### src/rtl/interrupt_controller.sv
// Interrupt requester for the multi-cycle CPU: edge-detects device and NMI lines, latches them
// as pending, and runs the request/accept/service handshake with the control unit.
module interrupt_controller #(
    parameter int               N_SRC    = 4,
    parameter int               IDW      = 2,
    parameter logic [N_SRC-1:0] MASK_RST = {N_SRC{1'b1}}
) (
    input  logic             clk,
    input  logic             rst,
    input  logic [N_SRC-1:0] irq_src,
    input  logic             nmi_src,
    input  logic             mask_wr,
    input  logic [N_SRC-1:0] mask_wdata,
    input  logic             int_ack,
    input  logic             ack_is_mi,
    input  logic             eoi,
    output logic             interrupt,
    output logic             nmint,
    output logic             busy,
    output logic [IDW-1:0]   irq_id,
    output logic [N_SRC-1:0] pending,
    output logic [N_SRC-1:0] mask,
    output logic             err
);

    typedef enum logic [2:0] {
        IDLE,
        REQ_MI,
        REQ_NMI,
        SVC_MI,
        SVC_NMI
    } state_t;

    state_t           state_q, state_d;
    logic [N_SRC-1:0] src_q;
    logic             nmi_q;
    logic [N_SRC-1:0] pending_q, pending_d;
    logic             nmi_pend_q, nmi_pend_d;
    logic [N_SRC-1:0] mask_q, mask_d;
    logic [IDW-1:0]   irq_id_q, irq_id_d;
    logic             err_q, err_d;

    logic [N_SRC-1:0] edge_mi;
    logic             edge_nmi;
    logic [N_SRC-1:0] eligible;
    logic [IDW-1:0]   sel_id;
    logic             in_svc;
    logic             ack_ok;
    logic             proto_err;
    logic [N_SRC-1:0] clr_mi;
    logic             clr_nmi;

    // Lowest-index eligible source wins; scanning downward leaves the lowest one in sel_id.
    always_comb begin
        sel_id = '0;
        for (int i = N_SRC - 1; i >= 0; i--) begin
            if (eligible[i]) begin
                sel_id = IDW'(i);
            end
        end
    end

    // NOTE: every signal written in this block gets a default first, so no path can infer a latch.
    always_comb begin
        edge_mi   = irq_src & ~src_q;
        edge_nmi  = nmi_src & ~nmi_q;
        eligible  = pending_q & mask_q;
        mask_d    = mask_wr ? mask_wdata : mask_q;
        in_svc    = (state_q == SVC_MI) || (state_q == SVC_NMI);
        ack_ok    = ((state_q == REQ_MI) && ack_is_mi) || ((state_q == REQ_NMI) && !ack_is_mi);
        proto_err = (int_ack && !ack_ok) || (eoi && !in_svc);

        state_d  = state_q;
        irq_id_d = irq_id_q;
        clr_mi   = '0;
        clr_nmi  = 1'b0;

        // A protocol violation freezes the handshake for that cycle and only raises err.
        if (!proto_err) begin
            unique case (state_q)
                IDLE: begin
                    if (nmi_pend_q) begin
                        state_d = REQ_NMI;
                    end else if (|eligible) begin
                        state_d  = REQ_MI;
                        irq_id_d = sel_id;
                    end
                end
                REQ_MI: begin
                    if (int_ack) begin
                        state_d          = SVC_MI;
                        clr_mi[irq_id_q] = 1'b1;
                    end else if (nmi_pend_q) begin
                        state_d = REQ_NMI;
                    end else if (!mask_d[irq_id_q]) begin
                        state_d = IDLE;
                    end
                end
                REQ_NMI: begin
                    if (int_ack) begin
                        state_d = SVC_NMI;
                        clr_nmi = 1'b1;
                    end
                end
                SVC_MI, SVC_NMI: begin
                    if (eoi) begin
                        state_d = IDLE;
                    end
                end
                default: state_d = IDLE;
            endcase
        end

        // A new edge beats a same-cycle acknowledge of the same bit.
        pending_d  = (pending_q & ~clr_mi) | edge_mi;
        nmi_pend_d = (nmi_pend_q & ~clr_nmi) | edge_nmi;
        err_d      = err_q | proto_err;
    end

    // NOTE: sequential state uses non-blocking assignments so every flop samples pre-edge values.
    always_ff @(posedge clk) begin
        src_q <= irq_src;
        nmi_q <= nmi_src;
        if (rst) begin
            state_q    <= IDLE;
            pending_q  <= '0;
            nmi_pend_q <= 1'b0;
            mask_q     <= MASK_RST;
            irq_id_q   <= '0;
            err_q      <= 1'b0;
        end else begin
            state_q    <= state_d;
            pending_q  <= pending_d;
            nmi_pend_q <= nmi_pend_d;
            mask_q     <= mask_d;
            irq_id_q   <= irq_id_d;
            err_q      <= err_d;
        end
    end

    assign interrupt = (state_q == REQ_MI);
    assign nmint     = (state_q == REQ_NMI);
    assign busy      = (state_q == SVC_MI) || (state_q == SVC_NMI);
    assign irq_id    = irq_id_q;
    assign pending   = pending_q;
    assign mask      = mask_q;
    assign err       = err_q;

endmodule

### config.mk
export PLATFORM = sky130hd
export DESIGN_NAME = interrupt_controller
export DESIGN_NICKNAME = d
export VERILOG_FILES = /design/src/rtl/interrupt_controller.sv
export SDC_FILE = /design/constraint.sdc
export NUM_CORES = 1
export LEC_CHECK = 0
export CAP_MARGIN = 20
export CORE_MARGIN = 2
export CORE_UTILIZATION = 49
export DETAILED_ROUTE_END_ITERATION = 7
export PLACE_DENSITY = 0.82
export REMOVE_ABC_BUFFERS = 1
export SYNTH_ARGS = -nofsm -noshare
export SYNTH_HDL_FRONTEND = slang
export SYNTH_SLANG_ARGS = --single-unit
### constraint.sdc
create_clock -name clk -period 5 [get_ports clk]
set_clock_uncertainty 0.2 [all_clocks]
set_input_delay 1 -clock clk [delete_from_list [all_inputs] [get_ports clk]]
set_output_delay 1 -clock clk [all_outputs]
set_load 0.01 [all_outputs]
==> impl_results.rst <==
.. list-table::
   :header-rows: 1

   * - Metric
     - Value
   * - Average cell area after synthesis
     - 9.03 sq um
   * - Shortest period the worst path allows
     - 3060 ps
   * - GRT Overall Usage
     - 0.206
   * - Capture instance of the worst register-to-register path
     - nmi_pend_q
   * - Overall routed net length
     - 2340 um
   * - Number of nets in the finished design
     - 153
   * - Fmax
     - 0.327 GHz
   * - Synthesis Warnings
     - 0
   * - Number of resized instances in the post-cts repair step
     - 0
   * - Data arrival time of the critical path
     - 1860 ps
   * - Post-synthesis cell area
     - 993 sq um
   * - Synth-to-Final Area Change
     - 33.6%
   * - Top library cells by usage in the layout, fill and taps aside
     - sky130_fd_sc_hd__clkdlybuf4s50_1, sky130_fd_sc_hd__dfxtp_1, sky130_fd_sc_hd__a21oi_1
   * - Placement Rows
     - 16
   * - RR Startpoint
     - state_q[1]
   * - Tightest slew margin relative to the limit
     - 0.655
   * - Antenna violations before repair
     - 0
   * - DRT iter0 DRCs
     - 29
   * - Vias in the first global route
     - 877
   * - Hold wc startpoint
     - err
   * - Number of top-level pins
     - 29
   * - Final count of pins violating max slew
     - 0
   * - Count of final setup violators
     - 0
   * - Period Utilization, post-route
     - 0.612
   * - Count of clock tree sinks
     - 20
   * - Total overflow reported by the global router
     - 0
   * - Number of remaining DRC errors
     - 0
   * - Initial cell density of the core
     - 0.512
   * - CTS tree
     - built
   * - Area of the die
     - 2400 sq um
   * - Leakage power
     - 0.477 nW
   * - Wire length of the first global-routing pass
     - 3930 um
   * - Routed len/inst
     - 14.2 um
   * - Portion of the post-synthesis area used by sequential elements
     - 0.403
   * - Number of unique standard cell types used by synthesis
     - 40
   * - Number of cells produced by synthesis
     - 110
   * - Clock transition at the registers of the reported paths
     - 110 ps
   * - Ranking of synthesized cells by area
     - sky130_fd_sc_hd__dfxtp_1, sky130_fd_sc_hd__a21oi_1, sky130_fd_sc_hd__nand2b_1
   * - Total of max-cap violations
     - 0
   * - Via count normalized by instance count
     - 5.94
   * - Global placer's final weighted congestion
     - 0.871
   * - Diodes inserted
     - 0
   * - Maximum fanout count along the critical path
     - 10
   * - Root buffer cell
     - sky130_fd_sc_hd__clkbuf_4
   * - Worst reg-to-reg path cell count
     - 5
   * - Port Buf Inserts
     - 28
   * - Cell accounting for the most synthesized area
     - sky130_fd_sc_hd__dfxtp_1
   * - Element type at the critical path start
     - register
   * - Maximum count of clock buffers along a single path
     - 2
   * - RSZ-0062 raised after global routing
     - false
   * - Result of the run
     - completed
   * - Vert. Die Dim
     - 49.0 um
   * - Flop-to-flop setup slack
     - 2710 ps
   * - Peak VDD IR
     - 0.236 mV
   * - Hold worst-path end
     - err
   * - Clock buffers created by TritonCTS
     - 3
   * - Sum of net half-perimeters after detailed placement
     - 1720 um
   * - Hold-critical path depth
     - 2
   * - Floorplan die width
     - 49.0 um
   * - CTS H-tree depth
     - 1
   * - Power density normalized to cell area
     - 302 nW/um^2
   * - Worst-Margin Slew
     - 515 ps
   * - Worst-skew pair later-pin latency
     - 310 ps
   * - Initial DRT Pass Iterations
     - 4
   * - Total number of vias
     - 974
   * - Crit. End Element
     - output pin
   * - Top cell type's share of synthesized area
     - 0.403
   * - Hold-fix buffers at CTS
     - 0
   * - Setup bufs post-CTS
     - 0
   * - Count of final hold-check violations
     - 0
   * - Most common library cell in the layout ignoring fill and taps
     - sky130_fd_sc_hd__clkdlybuf4s50_1
   * - Flops & latches, synth
     - 20
   * - Tightest Hold Check Type
     - register to register
   * - Data required time at the worst endpoint
     - 3800 ps
   * - Pin count of the biggest net entering global routing
     - 16
   * - Area of the core
     - 1940 sq um
   * - Final non-filler cell area
     - 1330 sq um
   * - Cell Area, Placed
     - 1270 sq um
   * - Sum of negative setup slack
     - 0 ps
   * - Fraction of final layout cells with drive strength greater than 1
     - 0.0730
   * - Crit Path Category
     - register to output pin
   * - Remaining antenna violation count after routing
     - 0
==> sequential cells by signal (all words and copies together) (netlist names) <==
| register | cells |
|---|---|
| nmi_q | 1 |
| pending | 4 |
| src_q | 4 |
| err | 1 |
| nmi_pend_q | 1 |
| state_q | 3 |
| irq_id | 2 |
| mask | 4 |
==> worst max path at each step <==
stage	end	depth (start not counted)	start
2_1_floorplan	state_q[0]	5	mask_wr
3_3_place_gp	state_q[0]	6	mask_wr
3_5_place_dp	state_q[0]	6	mask_wr
4_1_cts	busy	3	state_q[1]
5_1_grt	busy	3	state_q[1]
6_report	busy	3	state_q[1]
==> metal layers <==
metal,wire (um),vias up,global-route usage
li1,-,467,-
met1,962,469,0.262
met2,1200,33,0.354
met3,141,5,0.0399
met4,36,0,0.0619
met5,0,-,0
==> kinds of logic after synthesis <==
family | after synthesis | synth area share
AOI/OAI and AO/OA | 32 | 0.215
DFF | 20 | 0.403
buffers and inverters | 9 | 0.0479
and+or+nand+nor | 46 | 0.290
muxes | 3 | 0.0441
==> synth_stat cells <==
cell,n
sky130_fd_sc_hd__nor2b_1,5
sky130_fd_sc_hd__and3_1,2
sky130_fd_sc_hd__clkbuf_1,1
sky130_fd_sc_hd__nor3b_4,1
sky130_fd_sc_hd__a21oi_1,12
sky130_fd_sc_hd__nor3b_1,2
sky130_fd_sc_hd__o31ai_1,5
sky130_fd_sc_hd__nor2_1,9
sky130_fd_sc_hd__mux4_2,1
sky130_fd_sc_hd__a211oi_1,1
sky130_fd_sc_hd__o211a_1,1
sky130_fd_sc_hd__mux2i_1,1
sky130_fd_sc_hd__dfxtp_1,20
sky130_fd_sc_hd__a22oi_1,2
sky130_fd_sc_hd__buf_4,1
sky130_fd_sc_hd__buf_6,1
sky130_fd_sc_hd__nand4b_1,1
sky130_fd_sc_hd__or4_1,2
sky130_fd_sc_hd__o211ai_1,1
sky130_fd_sc_hd__a31o_2,1
sky130_fd_sc_hd__a31oi_1,3
sky130_fd_sc_hd__o41ai_1,1
sky130_fd_sc_hd__or2_2,1
sky130_fd_sc_hd__inv_1,4
sky130_fd_sc_hd__nor3_1,4
sky130_fd_sc_hd__nor4_1,1
sky130_fd_sc_hd__nor4b_1,1
sky130_fd_sc_hd__a22o_1,1
sky130_fd_sc_hd__a32oi_1,1
sky130_fd_sc_hd__or3_1,1
sky130_fd_sc_hd__buf_2,2
sky130_fd_sc_hd__nand4_1,2
sky130_fd_sc_hd__nand2b_1,6
sky130_fd_sc_hd__a211o_1,2
sky130_fd_sc_hd__nand2_1,3
sky130_fd_sc_hd__nor4_4,1
sky130_fd_sc_hd__nand3b_1,1
sky130_fd_sc_hd__o21ai_0,1
sky130_fd_sc_hd__nand3_1,3
sky130_fd_sc_hd__mux2_2,1
==> metrics by stage <==
stage | hold WS, ps | setup WS, ps | std cells | utilization | total power [mW]
3_3_place_gp | 259 | 1920 | 160 | 0.657 | 0.265
5_1_grt | 315 | 1850 | 164 | 0.684 | 0.415
6_report | 289 | 1940 | 164 | 0.684 | 0.400
2_1_floorplan | 256 | 2580 | 105 | - | 0.228
4_1_cts | 295 | 1940 | 164 | 0.684 | 0.402
3_5_place_dp | 270 | 1870 | 160 | 0.657 | 0.268
==> power breakdown <==
part           total [mW]  internal, mW  switching, mW  leakage (nW)
clock               0.135        0.0811         0.0534        0.0279
sequential          0.183         0.169         0.0140         0.166
combinational      0.0824        0.0447         0.0377         0.283
==> worst max-delay path: stages, from the launching register on <==
cell                              delay [ps]
sky130_fd_sc_hd__dfxtp_1                 620
sky130_fd_sc_hd__nor2b_1                 240
sky130_fd_sc_hd__a22o_1                  160
sky130_fd_sc_hd__clkdlybuf4s50_1         530
==> layout make-up <==
| cell class | count | area, sq um |
|---|---|---|
| inverter | 4 | 15.0 |
| multi-input combinational | 81 | 546 |
| timing repair buffer | 28 | 280 |
| fill | 165 | 614 |
| tap | 27 | 33.8 |
| sequential | 20 | 400 |
| clock inverter | 1 | 30.0 |
| clock buffer | 3 | 22.5 |
Power figures use the tool's default switching activity.
==> variant 1: new RTL, same flow settings <==
Encoding of `state_t`: now one-hot (5 bits for 5 states).
--- a/src/rtl/interrupt_controller.sv
+++ b/src/rtl/interrupt_controller.sv
@@ -25,8 +25,8 @@
 
-    typedef enum logic [2:0] {
-        IDLE,
-        REQ_MI,
-        REQ_NMI,
-        SVC_MI,
-        SVC_NMI
+    typedef enum logic [4:0] {
+        IDLE    = 5'b00001,
+        REQ_MI  = 5'b00010,
+        REQ_NMI = 5'b00100,
+        SVC_MI  = 5'b01000,
+        SVC_NMI = 5'b10000
     } state_t;
Behaviour: same outputs for any inputs over 10 cycles, from zero or initial values and one cycle with rst high; not proved beyond that.
==> variant 1 against the unedited design <==
  * Design area up 9.3%
  * Sequential cell count up 2
  * Synthesized cell count up 9.1%
  * Synthesized area up 15%
  * Setup slack worse by 0.19 ns
  * Total power down 12%
  * Routed wire length up 8.8%
  * Register-to-register slack worse by 0.06 ns
  * Critical path type unchanged
  * Largest power group unchanged
==> variant 1: results (changes against the unedited design) <==
fraction of layout instances using a drive strength above 1=9.66% (+2.4 points); largest net degree at the start of global routing=21 (+5); capturing point of the worst reg2reg path=state_q[2]; static leakage power=0.535 nW (+12%); Multi-input gate area=651 µm² (+19%); result of the run=finished clean; slowest library cell on the worst path=sky130_fd_sc_hd__clkdlybuf4s50_1; highest fanout seen on the critical path=7 (-3); Worst Hold Class=flip-flop to flip-flop; synthesized instance count=120 (+9.1%); final WL=2.54 mm (+8.8%); wire length of the first global-routing pass=4.13 mm (+5.3%); source of the critical timing path=state_q[3]; leading post-synthesis cells by instance count=sky130_fd_sc_hd__dfxtp_1, sky130_fd_sc_hd__nand2b_1, sky130_fd_sc_hd__a21oi_1; global routing met1 resource utilization=25.6% (-0.54 points); number of antenna repair diodes=0 (unchanged); Top Family by Delay on Critical Path=buffers and inverters; pre-CTS WS=1.76 ns (-0.105 ns); via count of the first global-routing pass=927 (+5.7%); crit-path max cell delay=0.53 ns (-0.09 ns); top cells by area, synth=sky130_fd_sc_hd__dfxtp_1, sky130_fd_sc_hd__nand2b_1, sky130_fd_sc_hd__mux2i_1; Global Route Usage Sum=20.7% (+0.12 points); met3 wirelength from detailed routing=131 µm (-7.1%); final hold slack=0.263 ns (-0.0260 ns); upper clock frequency limit=308 MHz (-5.7%); switching portion of total power=27.4% (+1.1 points); total met2 wirelength after detailed routing=1.21 mm (+1.1%); Die W=52.3 µm (+6.8%); Post-Route M1 WL=1.13 mm (+17%); peak ir drop on the vdd network=0.160 mV (-32%); Clock group=76.0 µW (-44%); placer's final routability congestion estimate=0.953 (+9.4%); register area share after synthesis=38.5% (-1.8 points); Max transition margin=54.5% (-11 points); met2 track demand over resource=33.1% (-2.3 points); reg2reg start=state_q[2]; via count=1019 (+4.6%); number of non-filler instances in the completed layout=173 (+5.5%); highest layer used for signal routing=met4; post-placement cell area=0.00143 mm² (+12%); number of distinct library cells after synthesis=41 (+2.5%); fin nets=162 (+5.9%)
==> variant 1: changes by cell type after synthesis, moves of 4 or more <==
cell	unedited run	this run
sky130_fd_sc_hd__nand2b_1	6	14
sky130_fd_sc_hd__o21ai_0	1	8
sky130_fd_sc_hd__mux2i_1	1	6
sky130_fd_sc_hd__nor2_1	9	5
==> variant 1: logic make-up after synthesis <==
kind of cell / count (synthesis) / share of synthesized area, %
compound gates: 36 / 26.3
xor+xnor: 1 / 0.765
buf+inv: 12 / 4.70
flops: 22 / 38.5
mux: 7 / 7.21
simple gates: 42 / 22.5
==> variant 1: final cells by class <==
| class | count | area share (%) |
|---|---|---|
| flip-flops and latches | 22 | 30.3 |
| multi-input cells | 86 | 44.8 |
| inverters | 6 | 1.55 |
| repair buffers | 28 | 19.3 |
| clock buffers | 3 | 1.55 |
| well taps | 28 | 2.41 |
==> variant 2: new RTL, same flow settings <==
Without the edit above. `N_SRC`: 4 -> 5.
--- a/src/rtl/interrupt_controller.sv
+++ b/src/rtl/interrupt_controller.sv
@@ -3,3 +3,3 @@
 module interrupt_controller #(
-    parameter int               N_SRC    = 4,
+    parameter int               N_SRC    = 5,
     parameter int               IDW      = 2,
Ports: changed (resized irq_src, mask, mask_wdata and pending); port bits go from 29 to 33. The function was not compared with the original's and may differ.
==> variant 2 against the unedited design <==
  * Count of clock-buffer cells in the layout up 1
  * Routed wire length up 13%
  * Sequential cell count up 3
  * Combinational power down 4.9%
  * Total power down 7.5%
  * Highest routed layer unchanged
  * Design area up 10%
  * Clock power down 38%
  * Die area up 14%
  * Setup slack worse by 0.11 ns
  * Worst hold slack better by 0.0042 ns
  * Synthesized area up 15%
==> variant 2: results (changes against the unedited design) <==
result of the run=finished clean; placer's final routability congestion estimate=0.812 (-6.8%); xor and xnor area share after synthesis=0.768% (+0.77 points); combinational-cell power consumption=78.4 µW (-4.9%); Filler Cells Inserted=178 (+7.9%); fin nets=168 (+9.8%); met2 track demand over resource=39.2% (+3.9 points); final HPWL from detailed placement=1.95 mm (+13%); hold path cells=1 (-1); proportion of cell area occupied by registers=31.4% (+1.2 points); register area share after synthesis=40.4% (+0.093 points); Post-Route M1 WL=1.13 mm (+17%); Site Rows=17 (+1); share of synthesized area spent on multiplexers=7.03% (+2.6 points); top cells by area, synth=sky130_fd_sc_hd__dfxtp_1, sky130_fd_sc_hd__mux2i_1, sky130_fd_sc_hd__a21oi_1; fraction of layout instances using a drive strength above 1=7.33% (+0.034 points); Global Route Usage Sum=21.4% (+0.78 points); proportion of power drawn by combinational gates=21.2% (+0.6 points); pre-CTS WS=1.86 ns (-0.00764 ns); Max transition margin=62.5% (-3.0 points); total met2 wirelength after detailed routing=1.31 mm (+10%); switching portion of total power=27.2% (+0.89 points); non-clock buffer count=32 (+14%); average vias per placed instance=5.84 (-1.7%); number of non-filler instances in the completed layout=178 (+8.5%); via count of the first global-routing pass=999 (+14%); Multi-input gate area=609 µm² (+12%); fraction of cell area in non-clock buffers=21.8% (+0.73 points); final-layout clock buffer total=4 (+1); average footprint of a synthesized cell=9.34 µm² (+3.5%); source of the critical timing path=state_q[2]; M3 GR Usage=1.71% (-2.3 points); post-placement cell area=0.00144 mm² (+13%); peak ir drop on the vdd network=0.218 mV (-7.5%); Compound-Gate Fraction of Synth Area=18.9% (-2.7 points); first-iteration detailed-routing DRC count=25 (-14%); leading post-synthesis cells by instance count=sky130_fd_sc_hd__dfxtp_1, sky130_fd_sc_hd__a21oi_1, sky130_fd_sc_hd__nand2_1; capturing point of the worst reg2reg path=state_q[1]; setup slack of the most critical reg-to-reg path=2.96 ns (+0.25 ns); highest fanout seen on the critical path=12 (+2); met3 wirelength from detailed routing=164 µm (+16%); final-layout clock-cell area share=1.79% (-2.2 points); upper clock frequency limit=315 MHz (-3.6%); signal arrival time at the worst endpoint=1.97 ns (+0.11 ns); wire length of the first global-routing pass=4.40 mm (+12%); Storage cell area=460 µm² (+15%)
[variant 2: cell count changes in the layout (fill, tap and decap cells not counted), moves of 3 or more]
| cell | before | now |
|---|---|---|
| sky130_fd_sc_hd__nand2_1 | 3 | 11 |
| sky130_fd_sc_hd__mux2i_1 | 1 | 8 |
| sky130_fd_sc_hd__clkdlybuf4s50_1 | 28 | 32 |
| sky130_fd_sc_hd__nor2_1 | 9 | 5 |
| sky130_fd_sc_hd__dfxtp_1 | 20 | 23 |
| sky130_fd_sc_hd__nand3b_1 | 1 | 4 |
| sky130_fd_sc_hd__nor3_1 | 4 | 1 |
| sky130_fd_sc_hd__o31ai_1 | 5 | 2 |
[variant 2: kinds of logic after synthesis]
kind of cell / count (synthesis)
flip-flops: 23
multiplexers: 8
XOR/XNOR: 1
AND/OR/NAND/NOR: 47
AO/OA/AOI/OAI: 31
buffers and inverters: 12
